## config.mk

```make
export PLATFORM = sky130hd
export DESIGN_NAME = fetch_ctrl_flat
export DESIGN_NICKNAME = d
export VERILOG_FILES = /design/src/rtl/fetch_ctrl_pkg.sv /design/src/rtl/fetch_ctrl_if.sv /design/src/rtl/fetch_ctrl_skid.sv /design/src/rtl/fetch_ctrl.sv /design/src/flat_wrapper.sv
export SDC_FILE = /design/constraint.sdc
export NUM_CORES = 1
export LEC_CHECK = 0
export CAP_MARGIN = 0
export CORE_UTILIZATION = 43
export DETAILED_ROUTE_END_ITERATION = 16
export HOLD_SLACK_MARGIN = 0.03
export PLACE_DENSITY_LB_ADDON = 0.1
export SYNTH_ARGS = -nofsm -noshare
export SYNTH_HDL_FRONTEND = slang
export SYNTH_SLANG_ARGS = --single-unit
```

## constraint.sdc

```tcl
create_clock -name fc_clk -period 2.7 [get_ports fc_clk]
set_input_delay 0.405 -clock fc_clk [delete_from_list [all_inputs] [get_ports fc_clk]]
set_output_delay 0.405 -clock fc_clk [all_outputs]
set_load 0.005 [all_outputs]
```

## src/rtl/fetch_ctrl_pkg.sv

```systemverilog
// fetch_ctrl_pkg: shared widths and FSM state encoding for the fetch controller
package fetch_ctrl_pkg;
  localparam int PC_WIDTH = 32;
  localparam int IWIDTH = 32;
  typedef enum logic [1:0] {
    S_IDLE  = 2'd0,
    S_RUN   = 2'd1,
    S_STALL = 2'd2,
    S_FLUSH = 2'd3
  } state_e;
endpackage

```

## src/rtl/fetch_ctrl_if.sv

```systemverilog
// fetch_ctrl_if: control, imem-return and decode-output signals of the fetch controller
//   master : fetch-stage top driving start/stall/branch and imem returns
//   slave  : fetch_ctrl driving PC control and the decode output register
interface fetch_ctrl_if;
  import fetch_ctrl_pkg::*;
  logic                fc_i_start;
  logic                fc_i_stall;
  logic                fc_i_branch;
  logic [PC_WIDTH-1:0] fc_i_target;
  logic [IWIDTH-1:0]   fc_i_instr;
  logic                fc_i_instr_ce;
  logic                fc_o_ce;
  logic                fc_o_change_pc;
  logic [PC_WIDTH-1:0] fc_o_pc;
  logic [IWIDTH-1:0]   fc_o_instr;
  logic                fc_o_valid;
  logic [1:0]          fc_o_state;
  modport master (
    output fc_i_start, fc_i_stall, fc_i_branch, fc_i_target, fc_i_instr, fc_i_instr_ce,
    input  fc_o_ce, fc_o_change_pc, fc_o_pc, fc_o_instr, fc_o_valid, fc_o_state
  );
  modport slave (
    input  fc_i_start, fc_i_stall, fc_i_branch, fc_i_target, fc_i_instr, fc_i_instr_ce,
    output fc_o_ce, fc_o_change_pc, fc_o_pc, fc_o_instr, fc_o_valid, fc_o_state
  );
endinterface

```

## src/rtl/fetch_ctrl_skid.sv

```systemverilog
// fetch_skid: DEPTH-entry FIFO holding in-flight imem returns while decode is stalled
//   clk, rst   : clock, asynchronous active-high reset
//   clear      : drop all entries (redirect)
//   push, din  : enqueue an arrival
//   pop, dout  : dequeue the head (dout is the current head)
//   cnt        : number of valid entries
module fetch_skid #(
  parameter int DEPTH = 2,
  parameter int W = 32,
  localparam int PW = DEPTH > 1 ? $clog2(DEPTH) : 1,
  localparam int CW = $clog2(DEPTH + 1)
) (
  input  logic          clk,
  input  logic          rst,
  input  logic          clear,
  input  logic          push,
  input  logic          pop,
  input  logic [W-1:0]  din,
  output logic [W-1:0]  dout,
  output logic [CW-1:0] cnt
);
  logic [W-1:0] mem_q [DEPTH];
  logic [PW-1:0] wr_q, rd_q;
  logic [CW-1:0] cnt_q;
  function automatic logic [PW-1:0] inc(input logic [PW-1:0] p);
    return p == PW'(DEPTH - 1) ? '0 : p + 1'b1;
  endfunction
  always_ff @(posedge clk or posedge rst)
    if (rst) begin
      wr_q <= '0;
      rd_q <= '0;
      cnt_q <= '0;
    end else if (clear) begin
      wr_q <= '0;
      rd_q <= '0;
      cnt_q <= '0;
    end else begin
      if (push) wr_q <= inc(wr_q);
      if (pop) rd_q <= inc(rd_q);
      cnt_q <= cnt_q + CW'(push) - CW'(pop);
    end
  always_ff @(posedge clk)
    if (push && !clear) mem_q[wr_q] <= din;
  assign dout = mem_q[rd_q];
  assign cnt = cnt_q;
  a_no_overflow: assert property (@(posedge clk) disable iff (rst) !(push && !pop && !clear && cnt_q == CW'(DEPTH)));
  a_no_underflow: assert property (@(posedge clk) disable iff (rst) !(pop && !clear && cnt_q == '0));
endmodule

```

## src/rtl/fetch_ctrl.sv

```systemverilog
// fetch_ctrl: fetch-stage controller sequencing PC enables, redirects and the decode output register
//   fc_clk, fc_rst : clock, asynchronous active-high reset
//   bus (slave)    : start/stall/branch/imem return in; PC enable/load and registered decode output out
module fetch_ctrl
  import fetch_ctrl_pkg::*;
#(
  parameter int FETCH_LAT = 2
) (
  input logic fc_clk,
  input logic fc_rst,
  fetch_ctrl_if.slave bus
);
  localparam int CW = $clog2(FETCH_LAT + 1);
  state_e st_q, st_d;
  logic [CW-1:0] fl_q, fl_d, skid_cnt;
  logic [IWIDTH-1:0] instr_q, instr_d, skid_head;
  logic valid_q, valid_d, live, redirect, advance, push, pop;
  assign live = st_q == S_RUN || st_q == S_STALL;
  assign redirect = bus.fc_i_branch && st_q != S_IDLE;
  // decode moves on whenever it is not held, including the STALL cycle in which stall drops
  assign advance = live && !bus.fc_i_stall && !redirect;
  assign pop = advance && skid_cnt != '0;
  // arrivals bypass the buffer only when decode is free and nothing older is queued
  assign push = live && !redirect && bus.fc_i_instr_ce && (bus.fc_i_stall || skid_cnt != '0);
  fetch_skid #(.DEPTH(FETCH_LAT), .W(IWIDTH)) u_skid (
    .clk(fc_clk),
    .rst(fc_rst),
    .clear(redirect),
    .push(push),
    .pop(pop),
    .din(bus.fc_i_instr),
    .dout(skid_head),
    .cnt(skid_cnt)
  );
  always_ff @(posedge fc_clk or posedge fc_rst)
    if (fc_rst) begin
      st_q <= S_IDLE;
      fl_q <= '0;
      instr_q <= '0;
      valid_q <= 1'b0;
    end else begin
      st_q <= st_d;
      fl_q <= fl_d;
      instr_q <= instr_d;
      valid_q <= valid_d;
    end
  always_comb begin
    st_d = st_q;
    fl_d = fl_q;
    if (redirect) begin
      st_d = S_FLUSH;
      fl_d = CW'(FETCH_LAT);
    end else if (st_q == S_IDLE) st_d = bus.fc_i_start ? S_RUN : S_IDLE;
    else if (st_q != S_FLUSH) st_d = bus.fc_i_stall ? S_STALL : S_RUN;
    else begin
      fl_d = fl_q - 1'b1;
      if (fl_q == CW'(1)) st_d = bus.fc_i_stall ? S_STALL : S_RUN;
    end
  end
  always_comb begin
    instr_d = instr_q;
    valid_d = valid_q;
    if (!live || redirect) valid_d = 1'b0;
    else if (advance) begin
      valid_d = pop || bus.fc_i_instr_ce;
      instr_d = pop ? skid_head : bus.fc_i_instr_ce ? bus.fc_i_instr : instr_q;
    end
  end
  assign bus.fc_o_ce = redirect || (st_q == S_RUN && !bus.fc_i_stall && skid_cnt == '0);
  assign bus.fc_o_change_pc = redirect;
  assign bus.fc_o_pc = redirect ? bus.fc_i_target : '0;
  assign bus.fc_o_instr = instr_q;
  assign bus.fc_o_valid = valid_q;
  assign bus.fc_o_state = st_q;
endmodule

```

## src/flat_wrapper.sv

```systemverilog
// flat-port wrapper written by rule: the top's interface ports become plain ports
module fetch_ctrl_flat import fetch_ctrl_pkg::*;
#(
  parameter int FETCH_LAT = 2
)
  (fc_clk, fc_rst, bus_fc_i_start, bus_fc_i_stall, bus_fc_i_branch, bus_fc_i_target, bus_fc_i_instr, bus_fc_i_instr_ce, bus_fc_o_ce, bus_fc_o_change_pc, bus_fc_o_pc, bus_fc_o_instr, bus_fc_o_valid, bus_fc_o_state);
  fetch_ctrl_if bus_i ();
  input logic fc_clk;
  input logic fc_rst;
  input wire logic [$bits(bus_i.fc_i_start)-1:0] bus_fc_i_start;
  input wire logic [$bits(bus_i.fc_i_stall)-1:0] bus_fc_i_stall;
  input wire logic [$bits(bus_i.fc_i_branch)-1:0] bus_fc_i_branch;
  input wire logic [$bits(bus_i.fc_i_target)-1:0] bus_fc_i_target;
  input wire logic [$bits(bus_i.fc_i_instr)-1:0] bus_fc_i_instr;
  input wire logic [$bits(bus_i.fc_i_instr_ce)-1:0] bus_fc_i_instr_ce;
  output wire logic [$bits(bus_i.fc_o_ce)-1:0] bus_fc_o_ce;
  output wire logic [$bits(bus_i.fc_o_change_pc)-1:0] bus_fc_o_change_pc;
  output wire logic [$bits(bus_i.fc_o_pc)-1:0] bus_fc_o_pc;
  output wire logic [$bits(bus_i.fc_o_instr)-1:0] bus_fc_o_instr;
  output wire logic [$bits(bus_i.fc_o_valid)-1:0] bus_fc_o_valid;
  output wire logic [$bits(bus_i.fc_o_state)-1:0] bus_fc_o_state;
  assign bus_i.fc_i_start = bus_fc_i_start;
  assign bus_i.fc_i_stall = bus_fc_i_stall;
  assign bus_i.fc_i_branch = bus_fc_i_branch;
  assign bus_i.fc_i_target = bus_fc_i_target;
  assign bus_i.fc_i_instr = bus_fc_i_instr;
  assign bus_i.fc_i_instr_ce = bus_fc_i_instr_ce;
  assign bus_fc_o_ce = bus_i.fc_o_ce;
  assign bus_fc_o_change_pc = bus_i.fc_o_change_pc;
  assign bus_fc_o_pc = bus_i.fc_o_pc;
  assign bus_fc_o_instr = bus_i.fc_o_instr;
  assign bus_fc_o_valid = bus_i.fc_o_valid;
  assign bus_fc_o_state = bus_i.fc_o_state;
  fetch_ctrl #(.FETCH_LAT(FETCH_LAT)) u_core (.fc_clk(fc_clk), .fc_rst(fc_rst), .bus(bus_i));
endmodule
```

## Word level (Yosys, flattened, before mapping)

Memory sizes are Yosys's and may differ from the RTL's.
Index checks and enable logic that the tools add are counted.

| cells by class | value |
|---|---|
| $add $sub $neg | 5 |
| equality and inequality tests | 6 |
| mux-type cells | 23 |
| bitwise logic cells | 1 |
| reduce and logical (&&, ||, !) cells | 29 |

Operators by type and width:

| operator | count |
|---|---|
| 2-to-1 mux 32 bit | 3 |
| 2-to-1 mux 2 bit | 9 |
| nonzero test 2 bit | 6 |
| 2-to-1 mux 1 bit | 11 |
| logical AND 1 bit | 10 |
| logical OR 1 bit | 5 |
| == test 2 x 1 -> 1 bit, second input constant | 2 |
| zero test 2 bit | 2 |
| != test 2 x 1 -> 1 bit, second input constant | 2 |
| nonzero test 4 bit | 1 |
| zero test 1 bit | 3 |
| AND reduction 3 bit | 1 |
| adder 1 bit, second input constant | 2 |
| adder 2 x 1 -> 2 bit | 1 |
| == test 2 bit, second input constant | 1 |
| != test 2 bit, second input constant | 1 |
| AND reduction 2 bit | 1 |
| subtractor 2 x 1 -> 2 bit | 1 |
| subtractor 2 x 1 -> 2 bit, second input constant | 1 |
| NOT 1 bit | 1 |

| word-level totals | value |
|---|---|
| flip-flop bits (word level) | 41 |
| bits in writable memories | 64 |
| input port bits | 70 |
| output and inout bits | 69 |
| word-level logic and storage cells | 72 |
| memories | 1 |

Memory list:

| name | words | bits a word | rd ports | clocked after Yosys merged registers in | write ports | line | text |
|---|---|---|---|---|---|---|---|
| u_core.u_skid.mem_q | 2 | 32 | 1 | 0 | 1 | fetch_ctrl_skid.sv:22 | `logic [W-1:0] mem_q [DEPTH];` |

## Depth between registers and ports, before layout

| logic depth | value |
|---|---|
| depth in word-level cells | 9 |
| mapped depth | 14 |
| depth with buffers taken out | 12 |

## Hierarchy

Synthesis repeated with hierarchy kept, for this count alone.

| unflattened totals | value |
|---|---|
| cells, all modules | 305 |
| area, all modules | 5,043.6 sq um |

Modules (own cells, without submodules):

| module | times used | cells each | area an instance (sq um) | sequential area each (sq um) |
|---|---|---|---|---|
| fetch_skid | 1 | 118 | 2,672.6 | 2,021.9 |
| fetch_ctrl | 1 | 187 | 2,371.0 | 925.9 |

## Least setup slack after synthesis

Ideal clock, no wire load.

| timing path | value |
|---|---|
| path kind | flip-flop to flip-flop |
| start | register u_core.st_q[0] (netlist: u_core.bus.fc_o_state[0]) |
| end | memory u_core.u_skid.mem_q[0][0] (enable) |
| setup time | 421 ps |
| data arrival time | 2,544 ps |
| data required time | 2,279 ps |
| setup slack | -265 ps |
| stages on the path, launching flop included | 7 |
| buffers on the path | 1 |
| clock period less this slack | 2,965 ps |
| path through | dfrtp_1 inv_1 ha_1 or2b_1 buf_2 nand4_1 nor2_1 |

| on the way | value |
|---|---|
| word-level cells in the longest chain between the ends | 9 |
| elaborated cells between the ends (all ways) | 12 |
| classes of those cells | 2 x eq/ne; 2 x mux; 8 x reduce/logical |

Ends and longest elaborated chain:

| item | line | text |
|---|---|---|
| start, declared | fetch_ctrl.sv:14 | `state_e st_q, st_d;` |
| start signal, assigned | fetch_ctrl.sv:42 | `st_q <= st_d;` |
| nonzero test 2 bit | fetch_ctrl.sv:19 | `assign redirect = bus.fc_i_branch && st_q != S_IDLE;` |
| logical AND 1 bit | fetch_ctrl.sv:19 |  |
| zero test 1 bit | fetch_ctrl_skid.sv:43, fetch_ctrl.sv:24 |  |
| logical AND 1 bit (3 in a row) | fetch_ctrl.sv:24 | `assign push = live && !redirect && bus.fc_i_instr_ce && (bus.fc_i_stall \|\| skid_cnt != '0);` |
| logical AND 1 bit (*) | fetch_ctrl_skid.sv:43 | `if (push && !clear) mem_q[wr_q] <= din;` |
| 2-to-1 mux 1 bit (*) | fetch_ctrl_skid.sv:43 |  |
| 2-to-1 mux 1 bit (implied by the code) (*) | fetch_ctrl_skid.sv:43 |  |
| end, declared | fetch_ctrl_skid.sv:22 |  |

Every way passes the cells marked *; elsewhere a longest branch is shown, timed or not.

## Worst setup path in the final report

| timing path | value |
|---|---|
| start | register u_core.st_q[1] (netlist: u_core.bus.fc_o_state[1]) |
| end | output port bus_fc_o_ce |

| on the way | value |
|---|---|
| word-level cells in the longest chain between the ends | 4 |
| elaborated cells between the ends (all ways) | 6 |
| classes of those cells | 1 x eq/ne; 5 x reduce/logical |

Ends and longest elaborated chain:

| item | line | text |
|---|---|---|
| == test 2 x 1 -> 1 bit | fetch_ctrl.sv:69 | `assign bus.fc_o_ce = redirect \|\| (st_q == S_RUN && !bus.fc_i_stall && skid_cnt == '0);` |
| logical AND 1 bit (2 in a row) | fetch_ctrl.sv:69 |  |
| logical OR 1 bit (*) | fetch_ctrl.sv:69 |  |
| end, declared | flat_wrapper.sv:16 | `output wire logic [$bits(bus_i.fc_o_ce)-1:0] bus_fc_o_ce;` |

Marks and branches as above.

==> out/metrics.csv <==
metric,value,unit
status,"finished, final reports clean",
CP Capture Type,output pin,
Net Switching,1.611,mW
Final period util,95.49,%
first-pass GRT wire length,20.51,mm
global placement routability congestion,0.8081,
WHS,0.4919,ns
critical path required time,2.30,ns
RSZ-0062 raised after global routing,yes,
Comb power frac,33.8,%
Ports,139,
"top cells by area, synth","edfxtp_1 (39%), dfrtp_1 (21%), mux2_2 (7.4%)",
Cells after Synth,392,
YS warnings,0,
"Cell Area, Synth",4902,sq um
top cell type's share of synthesized area,39.20,%
TritonCTS Sinks,105,
Max Slew Vio Count,0,
H-tree levels,3,
Filler Cell Count,890,
drt via density,5.807,
vias after detailed routing,3873,
Int Pwr,3.783,mW
Final Routed Wirelength,13.23,mm
area grow syn2layout,38.82,%
initial antenna violation count,0,
cts bufs inserted,9,
Power Density,792.5,nW/um^2
IO Port Bufs,138,
most frequent cells in the layout,"clkdlybuf4s50_1 (138), edfxtp_1 (64), dfrtp_1 (41)",
DPL Wire Length,8.080,mm
layout net count,599,
"FF+latch count, synth",105,
sequential fraction of the synthesis area,60.13,%
Static Leak,2.413,nW
largest net degree at the start of global routing,67,
Reg power frac,40.7,%
GR Util met3,3.108,%
maxcap violations,0,
total track usage,22.89,%
CTS root buf,clkbuf_16,
WL per Instance,19.83,um
cell row count,38,
DRC Markers,0,
Antenna Violating Nets Remaining,0,
CTS tree,built,
HP Class,reg -> reg,
Worst EP arrival,2.17,ns
core area,10980,sq um
multi-input logic area,1732,sq um
Netlist cell types,30,
endpoints failing setup,0,
Clock Latency Late Sink,0.34,ns
1st-pass router iterations,5,
number of diodes,0,
die area,11830,sq um
GR Overflow Total,0,
Clock Skews,0.005945,ns
startpoint types,flip-flop,
dpl ws,0.02517,ns
GR Util met1,32.43,%
final worst slack,0.1218,ns
GRT met2 Usage,36.66,%
hold violation total from the final report,0,
Least-Margin Pin Slew,0.7583,ns
Avg Inst Size Synth,12.51,sq um
vias in the first global route,3811,
VDD IR-drop max,546.8,uV
Starting Density,44.63,%
Slew headroom,49.45,%
Sw Share,29.86,%
Tmin final,2.578,ns
crit path kind,reg -> out,
Reg area,2948,sq um
1st-iter DRT viols,234,
FMAX,387.9,MHz
Util after Layout,61.96,%
layer with the highest usage,met2,
largest buffer count on any clock path,2,
crit path max fanout,37,
Worst-path clk slew,0.07,ns
die height,108.8,um
"commonest non-fill, non-tap cell in the layout",clkdlybuf4s50_1,
"area leader, netlist",edfxtp_1,
layout cells sized above 1,14.80,%
Hold Buf Count CTS,0,
clock power share,25.5,%
Synthesized Nets,469,
Die Span X,108.8,um
==> final cells by class <==
cell class	instances	area share (%)
clock inverters	5	1.177
multi-input cells	232	25.45
repair buffers	162	23.37
clock buffers	11	3.420
well taps	140	2.574
inverters	12	0.6987
flip-flops and latches	105	43.32
==> metal layers <==
metal,part of all wire (%),vias up
li1,-,1802
met1,45,1926
met2,49,130
met3,4.5,15
met4,1.5,0
met5,0,-
==> per-stage QoR <==
step / instance area, sq um / setup TNS (ns) / std cells / power, mW
final: 6805 / 0 / 667 / 5.393
after global routing: 6805 / -0.002182 / 667 / 5.681
after CTS: 6795 / 0 / 666 / 5.422
after detailed placement: 6461 / 0 / 648 / 4.018
after global placement: 6461 / 0 / 648 / 3.984
after floorplan: 4902 / -16.97 / 392 / 3.041
==> state kept, by name, indices dropped and copies added (netlist names) <==
name,count
u_core.bus.fc_o_state,2
u_core.bus.fc_o_valid,1
u_core.u_skid.cnt,2
u_core.u_skid.rd_q,1
u_core.bus.fc_o_instr,32
u_core.u_skid.wr_q,1
u_core.u_skid.mem_q,64
u_core.fl_q,2
==> what timing repair did <==
item	CTS	global route
setup buffers	2	1
gates cloned	0	0
gates resized for setup	2	1
hold endpoints to repair	0	0
setup endpoints to repair	28	28
==> power groups by stage <==
stage / logic [mW] / clock network, mW / registers [mW]
after floorplan: 0.831 / 0 / 2.21
after global placement: 1.76 / 0 / 2.22
after detailed placement: 1.79 / 0 / 2.23
after CTS: 1.83 / 1.40 / 2.19
after global routing: 1.99 / 1.47 / 2.22
final: 1.82 / 1.38 / 2.20
==> worst max-delay path: stages (launching register included) <==
cell and delay (ns):
dfrtp_1 0.40, inv_1 0.10, ha_2 0.21, or2b_1 0.18
buf_6 0.32, o21ai_0 0.15, clkdlybuf4s50_1 0.47
==> path summary, 6_finish.rpt <==
check                      cells past startpoint                        end  slack [ns]                     start
hold / removal                                 1             u_core.fl_q[0]        0.49            u_core.fl_q[0]
min in group asynchronous                      2  u_core.bus.fc_o_instr[13]        0.50                    fc_rst
max in group asynchronous                      3  u_core.bus.fc_o_instr[22]        1.57                    fc_rst
setup reg to reg                              13       u_core.u_skid.cnt[1]        0.15  u_core.bus.fc_o_state[1]
hold reg to reg                                1             u_core.fl_q[0]        0.49            u_core.fl_q[0]
setup / recovery                               6                bus_fc_o_ce        0.12  u_core.bus.fc_o_state[1]
==> cell usage after synthesis <==
cell	number
edfxtp_1	64
dfrtp_1	41
a31oi_1	33
and2_1	33
nand4_1	33
o31ai_1	33
mux2_2	32
nor4_1	32
clkbuf_1	23
buf_2	16
inv_1	11
ha_1	7
nor2_1	4
a21oi_1	3
buf_6	3
mux2i_1	3
nand2b_1	3
o21ai_0	3
or3_1	3
nand2_1	2
a311o_1	1
buf_4	1
inv_2	1
nor2b_1	1
o22a_1	1
o31a_1	1
or2b_1	1
or4_1	1
xnor2_1	1
xor2_1	1
==> kinds of logic after synthesis <==
group | count (synthesis) | synth area share [%]
AO/OA/AOI/OAI | 75 | 10.44
XOR/XNOR | 2 | 0.3574
adder cells (fa/ha/maj) | 7 | 1.787
buffers and inverters | 55 | 5.156
flip-flops | 105 | 60.13
multiplexers | 35 | 7.963
AND/OR/NAND/NOR | 113 | 14.17
Note: power is estimated with default switching activity, not from simulation.
